**config.mk**
```make
export PLATFORM = sky130hd
export DESIGN_NAME = usr_mem_engine
export DESIGN_NICKNAME = d
export VERILOG_FILES = /design/src/rtl/usr_mem_engine_pkg.sv /design/src/rtl/usr_mem_engine_shift_core.sv /design/src/rtl/usr_mem_engine.sv
export SDC_FILE = /design/constraint.sdc
export NUM_CORES = 1
export LEC_CHECK = 0
export BUFFER_PORTS_ARGS = -buffer_cell sky130_fd_sc_hd__clkbuf_2
export CAP_MARGIN = 5
export CORE_MARGIN = 4
export CORE_UTILIZATION = 55
export DETAILED_ROUTE_END_ITERATION = 7
export PLACE_DENSITY = 0.73
export SLEW_MARGIN = 10
export SYNTH_ARGS = -nofsm -noshare
export SYNTH_HDL_FRONTEND = slang
export SYNTH_SLANG_ARGS = --single-unit
```
**constraint.sdc**
```tcl
create_clock -name clk -period 2.45 [get_ports clk]
set_input_delay 0.1225 -clock clk [delete_from_list [all_inputs] [get_ports clk]]
set_output_delay 0.1225 -clock clk [all_outputs]
set_load 0.005 [all_outputs]
```
**src/rtl/usr_mem_engine_pkg.sv**
```systemverilog
// Shared constants and the shift-mode encoding for usr_mem_engine.
package usr_mem_engine_pkg;

  localparam int unsigned DATAWIDTH = 8;
  localparam int unsigned ADDRWIDTH = 4;
  localparam int unsigned WRITE_LAT = 2;
  localparam int unsigned READ_LAT  = 2;
  localparam int unsigned MODEW     = 3;

  typedef enum logic [MODEW-1:0] {
    HOLD  = 3'd0,
    LOAD  = 3'd1,
    SHR1  = 3'd2,
    SHL1  = 3'd3,
    ROR   = 3'd4,
    ROL   = 3'd5,
    ASR   = 3'd6,
    CLEAR = 3'd7
  } shift_mode_e;

endpackage

```
**src/rtl/usr_mem_engine_shift_core.sv**
```systemverilog
// Combinational next-state function of the universal shift register.
module usr_mem_engine_shift_core #(
  parameter int unsigned DATAWIDTH = usr_mem_engine_pkg::DATAWIDTH
) (
  input  logic [DATAWIDTH-1:0]                q,
  input  logic [usr_mem_engine_pkg::MODEW-1:0] s,
  input  logic [DATAWIDTH-1:0]                d,
  input  logic [$clog2(DATAWIDTH)-1:0]        shamt,
  input  logic                                msb_in,
  input  logic                                lsb_in,
  output logic [DATAWIDTH-1:0]                q_next
);
  import usr_mem_engine_pkg::*;

  shift_mode_e mode;

  // Select the next register value; a shift of DATAWIDTH bits yields zero,
  // so shamt == 0 leaves the rotates unchanged.
  always_comb begin
    mode   = shift_mode_e'(s);
    q_next = q;
    case (mode)
      HOLD:    q_next = q;
      LOAD:    q_next = d;
      SHR1:    q_next = {msb_in, q[DATAWIDTH-1:1]};
      SHL1:    q_next = {q[DATAWIDTH-2:0], lsb_in};
      ROR:     q_next = (q >> shamt) | (q << (DATAWIDTH - shamt));
      ROL:     q_next = (q << shamt) | (q >> (DATAWIDTH - shamt));
      ASR:     q_next = $signed(q) >>> shamt;
      CLEAR:   q_next = '0;
      default: q_next = q;
    endcase
  end

endmodule

```
**src/rtl/usr_mem_engine.sv**
```systemverilog
// Shift register with a reservation-scheduled, latency-pipelined register file.
module usr_mem_engine #(
  parameter int unsigned DATAWIDTH = usr_mem_engine_pkg::DATAWIDTH,
  parameter int unsigned ADDRWIDTH = usr_mem_engine_pkg::ADDRWIDTH,
  parameter int unsigned WRITE_LAT = usr_mem_engine_pkg::WRITE_LAT,
  parameter int unsigned READ_LAT  = usr_mem_engine_pkg::READ_LAT
) (
  input  logic                                clk,
  input  logic                                reset,
  input  logic [DATAWIDTH-1:0]                D,
  input  logic [usr_mem_engine_pkg::MODEW-1:0] S,
  input  logic [$clog2(DATAWIDTH)-1:0]        SHAMT,
  input  logic                                MSBIn,
  input  logic                                LSBIn,
  input  logic [ADDRWIDTH-1:0]                addr,
  input  logic                                wr_en,
  input  logic                                rd_en,
  output logic                                wr_ack,
  output logic                                rd_ack,
  output logic [DATAWIDTH-1:0]                Q,
  output logic [DATAWIDTH-1:0]                dataout,
  output logic                                DataValid,
  output logic                                mem_wr_en,
  output logic [ADDRWIDTH-1:0]                mem_addr,
  output logic [DATAWIDTH-1:0]                mem_data
);
  import usr_mem_engine_pkg::*;

  localparam int unsigned DEPTH  = 2 ** ADDRWIDTH;
  localparam int unsigned RESV_L = (WRITE_LAT > READ_LAT) ? WRITE_LAT : READ_LAT;
  localparam int unsigned RESV_W = RESV_L + 1;

  logic [DATAWIDTH-1:0] q_q, q_next;
  logic [RESV_W-1:0]    resv_q, resv_d;
  logic [WRITE_LAT-1:0] wv_q, wv_d;
  logic [WRITE_LAT:0]   wv_all;
  logic [ADDRWIDTH-1:0] wa_q [WRITE_LAT];
  logic [ADDRWIDTH-1:0] wa_d [WRITE_LAT];
  logic [DATAWIDTH-1:0] wd_q [WRITE_LAT];
  logic [DATAWIDTH-1:0] wd_d [WRITE_LAT];
  logic [READ_LAT-1:0]  rv_q, rv_d;
  logic [READ_LAT:0]    rv_all;
  logic                 rd_slot_v;
  logic [ADDRWIDTH-1:0] rd_slot_addr;
  logic [DATAWIDTH-1:0] mem_q [DEPTH];
  logic [DATAWIDTH-1:0] mem_d [DEPTH];
  logic [ADDRWIDTH-1:0] mem_addr_q, mem_addr_d;
  logic [DATAWIDTH-1:0] mem_data_q, mem_data_d;
  logic [DATAWIDTH-1:0] dataout_q, dataout_d;

  usr_mem_engine_shift_core #(
    .DATAWIDTH(DATAWIDTH)
  ) u_shift_core (
    .q      (q_q),
    .s      (S),
    .d      (D),
    .shamt  (SHAMT),
    .msb_in (MSBIn),
    .lsb_in (LSBIn),
    .q_next (q_next)
  );

  // Reservation scheduler: bit k marks the port busy k cycles from now.
  // New claims are merged before the shift so they land one lower next cycle.
  always_comb begin
    wr_ack = wr_en & ~resv_q[WRITE_LAT];
    rd_ack = rd_en & ~resv_q[READ_LAT-1] & ~(wr_ack & (WRITE_LAT == READ_LAT - 1));
    resv_d = (resv_q
              | ({RESV_W{wr_ack}} & (RESV_W'(1) << WRITE_LAT))
              | ({RESV_W{rd_ack}} & (RESV_W'(1) << (READ_LAT - 1)))) >> 1;
  end

  // Write pipeline: stage k is the request accepted k+1 cycles ago.
  always_comb begin
    wv_all    = {wv_q, wr_ack};
    wv_d      = wv_all[WRITE_LAT-1:0];
    mem_wr_en = wv_all[WRITE_LAT];
    wa_d[0]   = addr;
    wd_d[0]   = q_next;
    for (int unsigned i = 1; i < WRITE_LAT; i++) begin
      wa_d[i] = wa_q[i-1];
      wd_d[i] = wd_q[i-1];
    end
  end

  // Read valid chain: index 0 is this cycle's accept, so READ_LAT-1 is the
  // port slot and READ_LAT is the DataValid cycle.
  always_comb begin
    rv_all    = {rv_q, rd_ack};
    rv_d      = rv_all[READ_LAT-1:0];
    rd_slot_v = rv_all[READ_LAT-1];
    DataValid = rv_all[READ_LAT];
  end

  if (READ_LAT == 1) begin : g_rd_direct
    // Read slot coincides with the request cycle.
    always_comb rd_slot_addr = addr;
  end else begin : g_rd_pipe
    logic [ADDRWIDTH-1:0] ra_q [READ_LAT-1];
    logic [ADDRWIDTH-1:0] ra_d [READ_LAT-1];

    // Delay the read address to its port slot.
    always_comb begin
      ra_d[0] = addr;
      for (int unsigned i = 1; i < READ_LAT - 1; i++) ra_d[i] = ra_q[i-1];
      rd_slot_addr = ra_q[READ_LAT-2];
    end

    // Read address pipeline registers.
    always_ff @(posedge clk or negedge reset) begin
      if (!reset) begin
        for (int unsigned i = 0; i < READ_LAT - 1; i++) ra_q[i] <= '0;
      end else begin
        ra_q <= ra_d;
      end
    end
  end

  // Single memory port: commit a write or perform the slotted read.
  always_comb begin
    mem_d      = mem_q;
    mem_addr_d = mem_addr_q;
    mem_data_d = mem_data_q;
    dataout_d  = dataout_q;
    if (mem_wr_en) begin
      mem_addr_d                 = wa_q[WRITE_LAT-1];
      mem_data_d                 = wd_q[WRITE_LAT-1];
      mem_d[wa_q[WRITE_LAT-1]]   = wd_q[WRITE_LAT-1];
    end else if (rd_slot_v) begin
      mem_addr_d = rd_slot_addr;
      dataout_d  = mem_q[rd_slot_addr];
    end
  end

  // Output drive.
  always_comb begin
    Q        = q_q;
    dataout  = dataout_q;
    mem_addr = mem_addr_d;
    mem_data = mem_data_d;
  end

  // State registers; reset drops every in-flight request and clears the array.
  always_ff @(posedge clk or negedge reset) begin
    if (!reset) begin
      q_q        <= '0;
      resv_q     <= '0;
      wv_q       <= '0;
      rv_q       <= '0;
      mem_addr_q <= '0;
      mem_data_q <= '0;
      dataout_q  <= '0;
      for (int unsigned i = 0; i < WRITE_LAT; i++) begin
        wa_q[i] <= '0;
        wd_q[i] <= '0;
      end
      for (int unsigned i = 0; i < DEPTH; i++) mem_q[i] <= '0;
    end else begin
      q_q        <= q_next;
      resv_q     <= resv_d;
      wv_q       <= wv_d;
      rv_q       <= rv_d;
      wa_q       <= wa_d;
      wd_q       <= wd_d;
      mem_addr_q <= mem_addr_d;
      mem_data_q <= mem_data_d;
      dataout_q  <= dataout_d;
      mem_q      <= mem_d;
    end
  end

endmodule

```
==> results.md <==
* Final Net Count at between 700 and 800
* Sequential element share of the synthesized area at between 40% and 50%
* Core footprint at 15,900 um^2
* Port Buffers at 55
* Clk buf depth at 2
* Hold Path Sink: wd_d[4]$_DFFE_PN0P_
* Yosys reg bits at about 180
* Hold_ws at 0.0541 ns
* Clock latency at the later pin of the worst-skew pair at between 0.4 and 0.5 ns
* Die footprint at between 15,000 and 20,000 um^2
* Number of H-tree levels at 4
* Clock Skews at 0.0144 ns
* # rows at 46
* Min cycle time layout at between 2 and 2.5 ns
* Fmax achieved at ~480 MHz
* GRT Overall Usage at approximately a quarter
* Clk sinks at approximately 180
* Met3 WL at between 1000 and 1500 um
* EDFF count, synth at 0
* Synth Warn # at 0
* Critical Path AT at 2.41 ns
* First-pass GRT wire length at ~36,000 um
* Hold depth at 5
* Reg2reg setup slack at between 0.3 and 0.4 ns
* DRT Pass-1 Iters at 5
* Area growth syn-to-layout at 13.9%
* Fraction of registers with async set/reset at between 90% and 100%
* Vias in the first global route at around 6,300
* Routed wire length at 22,300 um
* Most common cell in the netlist: dfrtp_1
* Post-route DRC at 0
* Netlist cell types at 54
* Vias post-DR at slightly above 6,000
* Slew Limit Headroom at between 50% and 60%
* Vias per cell at approximately 6.3
* Pleak at around 4.6 nW
* Synthesized Nets at about 700
* Top cells by area, synth: dfrtp_1 49%, mux2_2 19%, mux4_2 5.5%
* RSZ-0062 raised after global routing: no
* Placed cell count at approximately 920
* Cells after synthesis at 680
* Reg2reg path depth at 4
* Largest net degree at the start of global routing at 75
* Slew @ Worst Pin at around 0.70 ns
* Worst hold-check path type: in -> reg
* Syn avg cell area at between 10 and 15 um^2
* Worst Setup Start Kind: flop
* Most frequent cells after synthesis: 176 x dfrtp_1, 155 x mux2_2, 38 x clkbuf_1, 31 x mux2i_1
* Initial antenna violation count at 0
* Fin. Hold Viols at 0
* Hold path startpoint: D[4]
* Root buffer cell: clkbuf_16
* Reg2reg end: dataout[7]$_DFFE_PN0P_
* Non-filler instance count after layout at roughly 960
* Setup violations, final at 0
* Met1 Wirelength at 9180 um
* Detail Route Antenna Nets at 0
* Num CTS Buffers at 17
* CP Max Fanout at 11
* Setup TNS at 0 ns
* Peak supply drop at roughly 0.00053 V
* Synth top area share at just under 50%
* Starting Density at between 50% and 60%
* Ant. Diodes at 0
* WS Path Type: reg -> reg
* Highest metal used: met4
* Wire per inst at approximately 23 um
* TritonCTS clock tree: yes
* DP HPWL at 14,600 um
* Fin util at between 60% and 70%
* Die Y at about 140 um
* Final worst-path cycle share at a little under nine tenths
* Synthesized area at 8970 um^2
* Synth area leader: dfrtp_1
* Congestion Overflow GR at 0
* Die width at around 140 um
* DRT iter0 DRCs at 517
* Boundary Pins at 56
* Final slew viol count at 0
* Maxcap violations at 0
* Share of cells above drive strength 1 at approximately two fifths
* GPL Wtd Cong at roughly 0.96
* Ys flop type: dfrtp_1
* Clock transition at path regs at about 0.070 ns
* Worst setup EP type: flop
* Overall power at 9.23 mW
* Reg2reg start: wa_d[0]$_DFF_PN0_
* Status: finished clean
* WL met2 at 11,200 um
* CP required at around 2.8 ns
* Pwr Density at approximately 900 nW/um^2
-- state kept, by name, indices dropped and copies added (netlist names) --
register	flops
mem_data_q	8
wd_d	8
dataout	8
rv_q	2
wa_q	4
mem_q	128
wv_q	2
mem_addr_q	4
wd_q	8
wa_d	4
-- cells by family after synthesis --
logic type | after synthesis | synth area share [%]
AOI/OAI and AO/OA | 87 | 6.89
adders and majority gates | 1 | 0.139
and+or+nand+nor | 114 | 6.21
DFF | 176 | 49.1
xor gates and xnor gates | 1 | 0.0977
muxes | 225 | 33.4
buffers and inverters | 76 | 4.13
-- layout by cell type (no fill, tap or decap), types with 3 or more instances in the layout --
master,netlist,layout
a21oi_1,15,15
a221o_1,9,9
a221oi_1,4,4
a22oi_1,4,4
a31oi_1,8,8
a32oi_1,3,3
and3b_1,3,3
buf_12,1,5
buf_4,10,26
bufinv_16,0,4
clkbuf_16,0,17
clkbuf_2,0,54
dfrtp_1,176,175
dlygate4sd3_1,0,9
inv_1,7,7
inv_6,0,4
mux2_2,155,155
mux2i_1,31,31
mux4_1,17,17
mux4_2,22,22
nand2_1,30,30
nand2b_1,10,10
nand3_1,9,9
nand3b_1,4,4
nor2_1,30,30
nor2b_1,6,6
nor3_1,9,9
nor3b_1,3,3
o211ai_1,4,4
o21ai_0,14,14
o221ai_1,4,4
o22ai_1,4,4
o32ai_1,3,3
or2_2,3,3
or3_1,3,3
-- through the flow --
step / cell area [um^2] / setup WS [ns]
5_1_grt: 10200 / 0.277
3_3_place_gp: 9480 / 0.377
4_1_cts: 10200 / 0.342
3_5_place_dp: 9480 / 0.382
2_1_floorplan: 8970 / 0.158
6_report: 10200 / 0.349
-- metal layers --
metal | up-vias | GRT usage [%]
li1 | 2640 | -
met1 | 3121 | 33.6
met2 | 227 | 42.3
met3 | 54 | 4.68
met4 | 0 | 9.74
met5 | - | 0
-- worst max-delay path by stage --
| stage | startpoint | to | slack (ns) | cells past startpoint |
|---|---|---|---|---|
| after global routing | wa_d[0]$_DFF_PN0_ | dataout[4]$_DFFE_PN0P_ | 0.28 | 5 |
| after global placement | SHAMT[0] | wd_d[1]$_DFFE_PN0P_ | 0.38 | 7 |
| final | wa_d[0]$_DFF_PN0_ | dataout[7]$_DFFE_PN0P_ | 0.35 | 4 |
| after detailed placement | wa_d[0]$_DFF_PN0_ | dataout[7]$_DFFE_PN0P_ | 0.38 | 4 |
| after CTS | wa_d[0]$_DFF_PN0_ | dataout[7]$_DFFE_PN0P_ | 0.34 | 4 |
| after floorplan | SHAMT[0] | wd_d[3]$_DFFE_PN0P_ | 0.16 | 10 |
-- report_power, final --
group / switching [mW] / total, mW / internal, mW / leakage [nW]
Sequential: 0.619 / 4.31 / 3.69 / 2.20
Clock: 1.16 / 2.92 / 1.76 / 0.312
Combinational: 0.800 / 2.01 / 1.21 / 2.08
-- layout make-up --
class	count	area, um^2
clock buffer	19	443
clock inverter	13	201
fill	1185	5720
inverter	10	37.5
multi-input combinational	428	4190
sequential	176	4410
tap	216	270
timing repair buffer	95	667
-- timing repair --
item,CTS,global route
setup buffers,0,0
hold endpoints to repair,80,0
gates resized for setup,0,0
hold buffers,9,0
-- critical path, stage by stage (launching register included) --
cell and delay, ns:
dfrtp_2 0.60, buf_12 0.20, mux4_1 0.58, mux2_2 0.30, a221o_1 0.29
Power figures use the tool's default switching activity.
